**config.mk**
```make
export PLATFORM = sky130hd
export DESIGN_NAME = hd44780_responder_flat
export DESIGN_NICKNAME = d
export VERILOG_FILES = /design/src/rtl/hd44780_responder_if.sv /design/src/rtl/hd44780_responder.sv /design/src/flat_wrapper.sv
export SDC_FILE = /design/constraint.sdc
export NUM_CORES = 1
export LEC_CHECK = 0
export ABC_AREA = 1
export ABC_CLOCK_PERIOD_IN_PS = 4500
export CAP_MARGIN = 5
export CORE_UTILIZATION = 66
export CTS_BUF_LIST = sky130_fd_sc_hd__clkbuf_16
export CTS_CLUSTER_DIAMETER = 120
export DETAILED_ROUTE_END_ITERATION = 10
export PLACE_DENSITY_LB_ADDON = 0.12
export SETUP_SLACK_MARGIN = 0.5
export SLEW_MARGIN = 20
export SYNTH_ARGS = -nofsm -noshare
export SYNTH_HDL_FRONTEND = slang
export SYNTH_SLANG_ARGS = --single-unit
```
**constraint.sdc**
```tcl
create_clock -name clock -period 4.5 [get_ports clock]
set_input_delay 0.675 -clock clock [delete_from_list [all_inputs] [get_ports clock]]
set_output_delay 0.675 -clock clock [all_outputs]
set_load 0.02 [all_outputs]
```
**src/rtl/hd44780_responder_if.sv**
```systemverilog
// Character-LCD bus between an HD44780 driver and a responder.
// Signals:
//   rs - register select (0 = instruction, 1 = data)
//   e  - enable strobe; the bus is latched on its falling edge
//   d  - 8-bit data bus
// Modports: master drives the bus (the LCD driver), slave observes it
// (the display responder).
interface hd44780_responder_if;
  logic       rs;
  logic       e;
  logic [7:0] d;

  modport master (output rs, output e, output d);
  modport slave  (input rs, input e, input d);
endinterface

```
**src/rtl/hd44780_responder.sv**
```systemverilog
// HD44780-compatible display responder. It latches rs/d on each falling
// edge of e, decodes instructions and data into a 2x16 DDRAM shadow,
// models the busy time of each transfer and flags transfers that arrive
// while the controller is still busy.
// Ports:
//   clock          - system clock, rising edge
//   internal_reset - synchronous active-high reset
//   lcd            - rs/e/d bus (slave modport)
//   rd_addr        - DDRAM read index (0-15 line 1, 16-31 line 2)
//   rd_data        - registered DDRAM[rd_addr]
//   busy           - high while the previous transfer executes
//   cursor         - address counter as a DDRAM index
//   display_on     - D bit of the last display-control instruction
//   entry_inc      - 1 = cursor increments after a data write
//   init_done      - sticky, set by function set with DL=1 and N=1
//   wr_strobe      - one-cycle pulse per accepted data write
//   protocol_error - sticky, set by a falling edge of e while busy
module hd44780_responder #(
  parameter int CLK_FREQ = 100000000,
  parameter int T_CMD    = CLK_FREQ / 25000,
  parameter int T_LONG   = CLK_FREQ / 100000 * 152
) (
  input  logic                 clock,
  input  logic                 internal_reset,
  hd44780_responder_if.slave   lcd,
  input  logic [4:0]           rd_addr,
  output logic [7:0]           rd_data,
  output logic                 busy,
  output logic [4:0]           cursor,
  output logic                 display_on,
  output logic                 entry_inc,
  output logic                 init_done,
  output logic                 wr_strobe,
  output logic                 protocol_error
);

  localparam int T_MAX = (T_LONG > T_CMD) ? T_LONG : T_CMD;
  localparam int CNT_W = $clog2(T_MAX + 1);

  typedef enum logic [1:0] {S_IDLE, S_EXEC, S_CLEAR} state_t;

  state_t           state;
  logic             e_q;
  logic             cmd_rs;
  logic [7:0]       cmd_d;
  logic [CNT_W-1:0] busy_cnt;
  logic [4:0]       clr_idx;
  logic [7:0]       mem [32];

  logic             fall;
  logic             long_cmd;
  logic             mem_we;
  logic [4:0]       mem_waddr;
  logic [7:0]       mem_wdata;

  // The 5-bit index wraps naturally, so 15->16 models 0x0F->0x40 and
  // 31->0 / 0->31 model the wrap between the two lines.
  function automatic logic [4:0] step_idx(input logic [4:0] idx, input logic up);
    return up ? idx + 5'd1 : idx - 5'd1;
  endfunction

  assign fall     = e_q & ~lcd.e;
  assign busy     = (busy_cnt != '0);
  // Clear (0x01) and return home (0x02/0x03) take the long execution time.
  assign long_cmd = ~lcd.rs & (lcd.d[7:2] == 6'b0) & (lcd.d[1:0] != 2'b0);

  // DDRAM write port: data writes land at the cursor, the clear fill walks
  // clr_idx. Writes are suppressed during reset so a fill aborts cleanly.
  always_comb begin
    mem_we    = 1'b0;
    mem_waddr = cursor;
    mem_wdata = cmd_d;
    if (!internal_reset) begin
      if (state == S_EXEC && cmd_rs) begin
        mem_we = 1'b1;
      end else if (state == S_CLEAR) begin
        mem_we    = 1'b1;
        mem_waddr = clr_idx;
        mem_wdata = 8'h20;
      end
    end
  end

  // DDRAM contents survive reset, so this array has no reset branch.
  always_ff @(posedge clock) begin
    if (mem_we) mem[mem_waddr] <= mem_wdata;
  end

  always_ff @(posedge clock) begin
    if (internal_reset) rd_data <= 8'h00;
    else                rd_data <= mem[rd_addr];
  end

  // Main controller: edge capture, busy timing, instruction decode and
  // the clear fill sequencer.
  always_ff @(posedge clock) begin
    if (internal_reset) begin
      state          <= S_IDLE;
      e_q            <= 1'b0;
      cmd_rs         <= 1'b0;
      cmd_d          <= 8'h00;
      busy_cnt       <= '0;
      clr_idx        <= 5'd0;
      cursor         <= 5'd0;
      display_on     <= 1'b0;
      entry_inc      <= 1'b1;
      init_done      <= 1'b0;
      wr_strobe      <= 1'b0;
      protocol_error <= 1'b0;
    end else begin
      e_q       <= lcd.e;
      wr_strobe <= 1'b0;
      if (busy) busy_cnt <= busy_cnt - 1'b1;

      // Only a quiet controller accepts a transfer; anything else is a
      // protocol violation and the transfer is dropped.
      if (fall) begin
        if (busy || state != S_IDLE) begin
          protocol_error <= 1'b1;
        end else begin
          cmd_rs   <= lcd.rs;
          cmd_d    <= lcd.d;
          busy_cnt <= long_cmd ? CNT_W'(T_LONG) : CNT_W'(T_CMD);
          state    <= S_EXEC;
        end
      end

      case (state)
        S_IDLE: ;
        S_EXEC: begin
          state <= S_IDLE;
          if (cmd_rs) begin
            cursor    <= step_idx(cursor, entry_inc);
            wr_strobe <= 1'b1;
          end else begin
            casez (cmd_d)
              8'b1???????: cursor <= {cmd_d[6], cmd_d[3:0]};
              8'b01??????: ;
              8'b001?????: if (cmd_d[4] && cmd_d[3]) init_done <= 1'b1;
              8'b0001????: if (!cmd_d[3]) cursor <= step_idx(cursor, cmd_d[2]);
              8'b00001???: display_on <= cmd_d[2];
              8'b000001??: entry_inc <= cmd_d[1];
              8'b0000001?: cursor <= 5'd0;
              8'b00000001: begin
                cursor    <= 5'd0;
                entry_inc <= 1'b1;
                clr_idx   <= 5'd0;
                state     <= S_CLEAR;
              end
              default: ;
            endcase
          end
        end
        S_CLEAR: begin
          clr_idx <= clr_idx + 5'd1;
          if (clr_idx == 5'd31) state <= S_IDLE;
        end
        default: state <= S_IDLE;
      endcase
    end
  end

endmodule

```
**src/flat_wrapper.sv**
```systemverilog
// flat-port wrapper written by rule: the top's interface ports become plain ports
module hd44780_responder_flat 
#(
  parameter int CLK_FREQ = 100000000,
  parameter int T_CMD    = CLK_FREQ / 25000,
  parameter int T_LONG   = CLK_FREQ / 100000 * 152
)
  (clock, internal_reset, rd_addr, rd_data, busy, cursor, display_on, entry_inc, init_done, wr_strobe, protocol_error, lcd_rs, lcd_e, lcd_d);
  hd44780_responder_if lcd_i ();
  input  logic clock;
  input  logic internal_reset;
  input  logic [4:0] rd_addr;
  output logic [7:0] rd_data;
  output logic busy;
  output logic [4:0] cursor;
  output logic display_on;
  output logic entry_inc;
  output logic init_done;
  output logic wr_strobe;
  output logic protocol_error;
  input wire logic [$bits(lcd_i.rs)-1:0] lcd_rs;
  input wire logic [$bits(lcd_i.e)-1:0] lcd_e;
  input wire logic [$bits(lcd_i.d)-1:0] lcd_d;
  assign lcd_i.rs = lcd_rs;
  assign lcd_i.e = lcd_e;
  assign lcd_i.d = lcd_d;
  hd44780_responder #(.CLK_FREQ(CLK_FREQ), .T_CMD(T_CMD), .T_LONG(T_LONG)) u_core (.clock(clock), .internal_reset(internal_reset), .lcd(lcd_i), .rd_addr(rd_addr), .rd_data(rd_data), .busy(busy), .cursor(cursor), .display_on(display_on), .entry_inc(entry_inc), .init_done(init_done), .wr_strobe(wr_strobe), .protocol_error(protocol_error));
endmodule
```
==> metrics.cfg, run 1 <==
[outcome]
status=complete, no violations

[clocking]
cts_tree=done
cts_buffer_depth=3
cts_buffers=30
htree_levels=1
cts.sinks=309
ctsResizeCount=0
hold_buffers=0
post-cts-setup-buffers=0
clkTransAtPathRegs_ps=60
cts_root_buf=clkbuf_16
clkLatencyLatePin_ps=550

[floorplanning]
die_h_um=144
die_area_um2=20700
num_rows=51
io_pins=36
start_util=0.677
core_area_um2=19600
die_w_um=144

[sta]
rsz0062_at_grt=false
finalCritPeriodShare=0.743
hold_violations=0
setup_ws_ps=1160
slew_violations=0
period_minus_slack_ps=3340
fin_tns_setup_ps=0
finClkSkew_ps=8.13
tightest_slew_ps=1010
max_freq_mhz=299
max_slew_margin=0.323
setup_violations=0

[synth]
synth_area_um2=13300
synth_compound_area_frac=0.0290
ys_types=35
synth_top_family_by_area=simple AND/OR/NAND/NOR gates
synthXorXnorAreaFrac=0.00528
yosysSeqAreaShare=0.660
synthCells=1339
synth_mux_area_frac=0
postSynthAreaPerCell_um2=9.91
synthAdderAreaFrac=0.00472
synthSimpleGateAreaFrac=0.262
yosysWarningCount=0
syn_nets=1361
ys_ff_latch=309

[hold_path]
min_path_cells=2
hold_class=reg -> reg

[global_route]
grt_pass1_vias=9235
antenna_found_initial=0
grt_use_total=0.311
grt_max_degree=77
grt_first_pass_wirelength_um=48100
grt_remaining_overflow=0

[routing]
drcViolationCount=0
dr.max_layer_used=met4
dr_wl_met2_um=15100
wire_per_inst_um=18.8
via_per_inst=5.85
m1WireLength_um=12200
routed_wl_um=31000
drtIter0Drc=1070
routed-wl-met3_um=2770
vias=9640
final_antenna_net_count=0
firstDrtPassIters=8

[layout]
register_area_um2=8750
drive_gt1_frac=0.0550
area_delta_synth_final_pct=10.4
fin_util=0.748
multi_input_area_um2=3990
nFillCells=1327
fin_nets=1380
antenna_cells=0

[power]
power_leakage_uw=0.00579
finalPower_uw=6420
p_per_area_nw_per_um2=439
peakVddDrop_mv=0.380

[flow_run]
cap_violations=0

[critical_path]
startpoint_type=flop
cp-end-kind=output pin
cp_max_fo=14
critical_path_required_ps=3830
arrival_ps=2670
reg2reg_depth=6
crit_type=reg -> out

[place]
dp_slack_ps=1010
io_buffers=35
place_hpwl_um=19200
place_congestion=0.928

-- layout make-up --
type,count,area share
multi-input combinational,905,0.273
sequential,309,0.597
inverter,64,0.0166
clock inverter,25,0.00700
clock buffer,31,0.0530
timing repair buffer,48,0.0309
tap,265,0.0226
-- sequential cells by signal, summed over array words and instances (netlist names) --
signal and cells:
u_core.rd_data 8, u_core.state 2, u_core.display_on 1, u_core.busy_cnt 18
u_core.cmd_rs 1, u_core.cmd_d 8, u_core.protocol_error 1, u_core.init_done 1
u_core.entry_inc 1, u_core.wr_strobe 1, u_core.mem 256, u_core.clr_idx 5
u_core.cursor 5, u_core.e_q 1
-- through the flow --
step | hold WS, ps | instances | instance area (µm²)
2_1_floorplan | 438 | 1339 | 13300
3_3_place_gp | 440 | 1591 | 13800
3_5_place_dp | 451 | 1591 | 13800
4_1_cts | 461 | 1647 | 14600
5_1_grt | 490 | 1647 | 14600
6_report | 456 | 1647 | 14600
-- routing by layer --
layer  track usage  up-vias
li1              -     4573
met4         0.114        0
met3        0.0457       80
met5             0        -
met2         0.520      499
met1         0.416     4488
-- Yosys cell counts, drive strengths merged --
master	number	share of area
clkbuf	27	0.0076
o21ai	47	0.018
or2	5	0.0024
ha	5	0.0047
o21bai	1	0.00057
nand3	209	0.080
buf	34	0.014
nor4	1	0.00047
nand3b	3	0.0017
o31ai	1	0.00057
xnor2	5	0.0033
xor2	3	0.0020
inv	64	0.018
dfxtp	53	0.080
nand4	11	0.0052
nand2	437	0.12
edfxtp	256	0.58
o22ai	6	0.0028
o21a	1	0.00057
a21oi	17	0.0064
nor3	8	0.0030
nor2	145	0.045
-- path summary, 6_finish.rpt --
kind	endpoint	slack, ps	start
hold reg to reg	u_core.display_on	460	u_core.display_on
setup reg to reg	u_core.mem[14][4]	1670	u_core.cmd_rs
setup / recovery	busy	1160	u_core.busy_cnt[0]
hold / removal	u_core.display_on	460	u_core.display_on
-- cell usage in the layout, fill, tap and decap left out, types with 4 or more instances in the layout --
cell type and n:
xnor2_1 5, ha_1 5, inv_2 6, clkinv_1 8, nand3_1 208, dfxtp_1 53
clkinv_2 5, nor2_2 4, inv_1 69, clkdlybuf4s50_1 33, clkbuf_16 31, or2_2 4
edfxtp_1 256, o21ai_0 43, buf_4 13, a21oi_1 17, nor3_1 8, nand4_1 11
nor2_1 137, nand2_1 433, o22ai_1 6
-- power by group --
| group | total [µW] | switching [µW] | internal (µW) |
|---|---|---|---|
| Clock | 2230 | 1000 | 1230 |
| Combinational | 957 | 624 | 333 |
| Sequential | 3230 | 71.5 | 3160 |
| Total | 6420 | 1700 | 4730 |
-- critical path: stages, from the launching register on --
cell and delay (ps):
dfxtp_1 310, inv_1 90, ha_1 250, nand2_2 110, nor2_4 200, nand3_1 460
clkdlybuf4s50_1 700
-- cells by family after synthesis --
group,Yosys count
fa+ha+maj,5
xor+xnor,8
compound gates,73
simple gates,819
buf+inv,125
flops,309
No activity file was read; power rests on OpenSTA's default activity.
==> inputs of run 2 (changes only) <==
--- a/config.mk
+++ b/config.mk
@@ -6,9 +6,9 @@
 export NUM_CORES = 1
 export LEC_CHECK = 0
 export ABC_AREA = 1
-export ABC_CLOCK_PERIOD_IN_PS = 4500
+export ABC_CLOCK_PERIOD_IN_PS = 3300
 export CAP_MARGIN = 5
-export CORE_UTILIZATION = 66
+export CORE_UTILIZATION = 62
 export CTS_BUF_LIST = sky130_fd_sc_hd__clkbuf_16
 export CTS_CLUSTER_DIAMETER = 120
 export DETAILED_ROUTE_END_ITERATION = 10
==> constraint.sdc (replaced) <==
create_clock -name clock -period 3.3 [get_ports clock]
set_input_delay 0.495 -clock clock [delete_from_list [all_inputs] [get_ports clock]]
set_output_delay 0.495 -clock clock [all_outputs]
set_load 0.02 [all_outputs]
==> metrics.cfg, run 2 (synthesis results as in run 1) <==
[routing]
via_per_inst=5.65
drcViolationCount=0
routed_wl_um=30400
vias=9607
wire_per_inst_um=17.9
final_antenna_net_count=0
firstDrtPassIters=5
drtIter0Drc=713

[sta]
whs_ps=447
fin_tns_setup_ps=0
period_minus_slack_ps=2490
tightest_slew_ps=669
rsz0062_at_grt=false
setup_ws_ps=812
slew_violations=0
setup_violations=0
max_freq_mhz=402
finClkSkew_ps=7.44
hold_violations=0
max_slew_margin=0.553
finalCritPeriodShare=0.754

[place]
place_hpwl_um=19400
dp_slack_ps=323
place_congestion=0.905
io_buffers=35
placed_area_um2=14100
dp.cells=1642

[layout]
final_common_cell=nand2_1
final_cell_mix=433 x nand2_1, 256 x edfxtp_1, 208 x nand3_1
area_delta_synth_final_pct=13.4
fin_nets=1422
largest_reg_flops=256
largest_register=u_core.mem
reg.largest.list=u_core.mem: 256 flops, u_core.busy_cnt: 18 flops
stdcell_count=1699
final_area_um2=15000
drive_gt1_frac=0.0899
antenna_cells=0

[floorplanning]
die_w_um=148
die_h_um=148
core_area_um2=21000
start_util=0.631
num_rows=53
die_area_um2=22000
io_pins=36

[global_route]
grt_pass1_vias=9027
grt_remaining_overflow=0
grt_use_total=0.285
grt_first_pass_wirelength_um=47500
antenna_found_initial=0
grt_max_degree=67

[critical_path]
cp-end-kind=flop
cp_max_fo=11
critical_path_required_ps=3480
arrival_ps=2670
r2r-start=u_core.cmd_rs
r2r-end=u_core.mem[21][5]
crit_type=reg -> reg
reg2reg_depth=6
r2r_setup_slack_ps=810
startpoint_type=flop

[clocking]
cts.sinks=309
ctsResizeCount=0
cts_tree=done
cts_buffer_depth=3
clkTransAtPathRegs_ps=60
clkLatencyLatePin_ps=550
post-cts-setup-buffers=0
cts_buffers=31
cts_root_buf=clkbuf_16
htree_levels=1
hold_buffers=0

[hold_path]
hold_class=reg -> reg
min_to=u_core.display_on
hp-start=u_core.display_on
min_path_cells=2

[power]
p_per_area_nw_per_um2=596
power_leakage_uw=0.00601
peakVddDrop_mv=0.511

[flow_run]
cap_violations=0

[outcome]
status=complete, no violations

[run 2: cell count changes in the layout (fill, tap and decap cells not counted), sizes merged, moves of 3 or more]
cell	before	now
buf	15	56
clkinv	13	19
clkinvlp	0	3
inv	76	66
[run 2: layout make-up]
class	instances	area, µm²
multi-input combinational	905	3990
inverter	64	241
clock inverter	25	154
timing repair buffer	89	763
fill	1543	5980
sequential	309	8750
clock buffer	32	801
tap	275	344
[run 2: critical path, cell delays in order (launching register included)]
cell,delay (ps)
dfxtp_1,560
inv_1,180
nor3_1,270
nor2_1,110
nor2_1,150
nand2_1,240
nor2_1,610
[run 2: worst max-delay path by stage]
stage	from	to
6_report	u_core.cmd_rs	u_core.mem[21][5]
5_1_grt	u_core.state[1]	u_core.mem[9][4]
4_1_cts	u_core.busy_cnt[0]	busy
3_5_place_dp	internal_reset	u_core.mem[17][4]
3_3_place_gp	internal_reset	u_core.mem[9][4]
2_1_floorplan	internal_reset	u_core.mem[19][0]
[run 2: layer usage]
metal / vias up / track usage / wire (µm)
met4: 0 / 0.115 / 1030
met1: 4464 / 0.391 / 12700
met2: 419 / 0.468 / 14500
met3: 76 / 0.0319 / 2160
li1: 4648 / - / -
met5: - / 0 / 0
[run 2: power by group]
| part | switching [µW] | leakage [µW] | internal (µW) |
|---|---|---|---|
| Clock | 1400 | 0.000482 | 1830 |
| Sequential | 102 | 0.00282 | 4310 |
| Combinational | 856 | 0.00271 | 468 |
| Total | 2360 | 0.00601 | 6610 |
[run 2: through the flow]
stage	utilization	power, µW
6_report	0.716	8970
5_1_grt	0.716	9330
4_1_cts	0.716	9010
3_5_place_dp	0.670	5810
3_3_place_gp	0.670	5780
2_1_floorplan	-	5480
==> inputs of run 3 (changes only) <==
--- a/config.mk
+++ b/config.mk
@@ -6,9 +6,9 @@
 export NUM_CORES = 1
 export LEC_CHECK = 0
 export ABC_AREA = 1
-export ABC_CLOCK_PERIOD_IN_PS = 3300
+export ABC_CLOCK_PERIOD_IN_PS = 2100
 export CAP_MARGIN = 5
-export CORE_UTILIZATION = 62
+export CORE_UTILIZATION = 56
 export CTS_BUF_LIST = sky130_fd_sc_hd__clkbuf_16
 export CTS_CLUSTER_DIAMETER = 120
 export DETAILED_ROUTE_END_ITERATION = 10
==> constraint.sdc (replaced) <==
create_clock -name clock -period 2.1 [get_ports clock]
set_input_delay 0.315 -clock clock [delete_from_list [all_inputs] [get_ports clock]]
set_output_delay 0.315 -clock clock [all_outputs]
set_load 0.02 [all_outputs]
==> metrics.cfg, run 3 (synthesis results as in run 1) <==
[outcome]
status=complete, no violations

[layout]
antenna_cells=0
largest_reg_flops=256
reg.largest.list=u_core.mem: 256 flops, u_core.busy_cnt: 18 flops
drive_gt1_frac=0.198
area_delta_synth_final_pct=24.2
fin_nets=1453
nFillCells=1642
final_cell_mix=398 x nand2_1, 256 x edfxtp_1, 202 x nand3_1
final_common_cell=nand2_1
largest_register=u_core.mem

[power]
p_per_area_nw_per_um2=959
peakVddDrop_mv=1.06
power_leakage_uw=0.00642

[floorplanning]
io_pins=36
core_area_um2=22900
start_util=0.579
num_rows=55
die_w_um=156
die_h_um=156
die_area_um2=24300

[hold_path]
min_to=u_core.e_q
min_path_cells=3
hp-start=lcd_e
hold_class=in -> reg

[routing]
routed_wl_um=32800
vias=9778
final_antenna_net_count=0
firstDrtPassIters=7
drtIter0Drc=794
drcViolationCount=0
via_per_inst=5.53
wire_per_inst_um=18.6

[critical_path]
r2r-start=u_core.state[0]
critical_path_required_ps=2340
arrival_ps=2110
r2r_setup_slack_ps=230
r2r-end=u_core.mem[2][2]
cp-end-kind=flop
cp_max_fo=8
startpoint_type=flop
crit_type=reg -> reg
reg2reg_depth=9

[clocking]
cts_buffers=31
cts.sinks=309
cts_buffer_depth=3
cts_root_buf=clkbuf_16
htree_levels=1
clkTransAtPathRegs_ps=60
clkLatencyLatePin_ps=550
cts_tree=done
hold_buffers=0

[sta]
setup_violations=0
slew_violations=0
max_freq_mhz=534
tightest_slew_ps=460
finalCritPeriodShare=0.891
period_minus_slack_ps=1870
max_slew_margin=0.692
rsz0062_at_grt=true
whs_ps=302
finClkSkew_ps=10.3
fin_tns_setup_ps=0
hold_violations=0

[global_route]
grt_max_degree=104
grt_use_total=0.273
grt_first_pass_wirelength_um=50200
grt_pass1_vias=9308
grt_remaining_overflow=0
antenna_found_initial=0

[place]
io_buffers=35
place_hpwl_um=19900
place_congestion=0.889

[flow_run]
cap_violations=0

==> run 3: changes by cell type in the layout (fill, tap and decap cells not counted), sizes merged <==
cell,delta
buf,+33
bufinv,+5
clkbuf,+1
clkdlybuf4s15,+3
clkdlybuf4s50,-18
clkinv,-5
dlygate4sd2,+12
dlymetal6s2s,-1
inv,+1
==> run 3: power breakdown <==
| group | total (µW) | switching (µW) | internal, µW |
|---|---|---|---|
| Clock | 5680 | 2270 | 3410 |
| Combinational | 3150 | 1790 | 1360 |
| Sequential | 6960 | 178 | 6780 |
| Total | 15800 | 4240 | 11600 |
==> run 3: per-layer routing <==
metal  GRT usage  wire [µm]  vias up
li1            -          -     4725
met1       0.362      13300     4584
met2       0.458      15900      406
met3      0.0508       2760       63
met4      0.0850        856        0
met5           0          0        -
==> run 3: worst max path at each step <==
stage | from | end | slack (ps) | depth (start not counted)
2_1_floorplan | u_core.state[0] | u_core.mem[26][0] | 240 | 8
3_3_place_gp | internal_reset | u_core.mem[0][7] | -290 | 7
3_5_place_dp | internal_reset | u_core.mem[13][6] | -310 | 7
4_1_cts | u_core.busy_cnt[0] | busy | 230 | 6
5_1_grt | u_core.state[0] | u_core.mem[10][1] | 140 | 9
6_report | u_core.state[0] | u_core.mem[2][2] | 230 | 9
==> run 3: layout make-up <==
| class | instances | area [µm²] | area share |
|---|---|---|---|
| flip-flops and latches | 309 | 8770 | 0.533 |
| well taps | 313 | 392 | 0.0238 |
| clock inverters | 26 | 282 | 0.0171 |
| multi-input cells | 905 | 4700 | 0.285 |
| inverters | 64 | 264 | 0.0160 |
| repair buffers | 120 | 1280 | 0.0778 |
| clock buffers | 31 | 776 | 0.0471 |
==> run 3: repair_timing <==
item / 4_1_cts / 5_1_grt
buffers inserted: 22 / 13
resized for setup: 96 / 64
setup endpoints to repair: 297 / 332
gates cloned: 0 / 2
pin swaps: 42 / 30
==> run 3: metrics by stage <==
| step | cell area [µm²] | utilization | cells | power [µW] | setup slack, ps |
|---|---|---|---|---|---|
| after floorplan | 13700 | - | 1339 | 8640 | 238 |
| after global placement | 14700 | 0.641 | 1674 | 9170 | -286 |
| after detailed placement | 14700 | 0.641 | 1674 | 9210 | -312 |
| after CTS | 16100 | 0.704 | 1753 | 15200 | 231 |
| after global routing | 16500 | 0.719 | 1768 | 16400 | 144 |
| final | 16500 | 0.719 | 1768 | 15800 | 229 |
==> run 3: critical path, cell delays in order, from the launching register on <==
cell	delay (ps)
dfxtp_2	330
inv_2	60
nand2_4	50
nor2_4	120
inv_4	100
or2_4	250
o21ai_4	130
nand3_4	110
buf_12	180
nor2_4	230
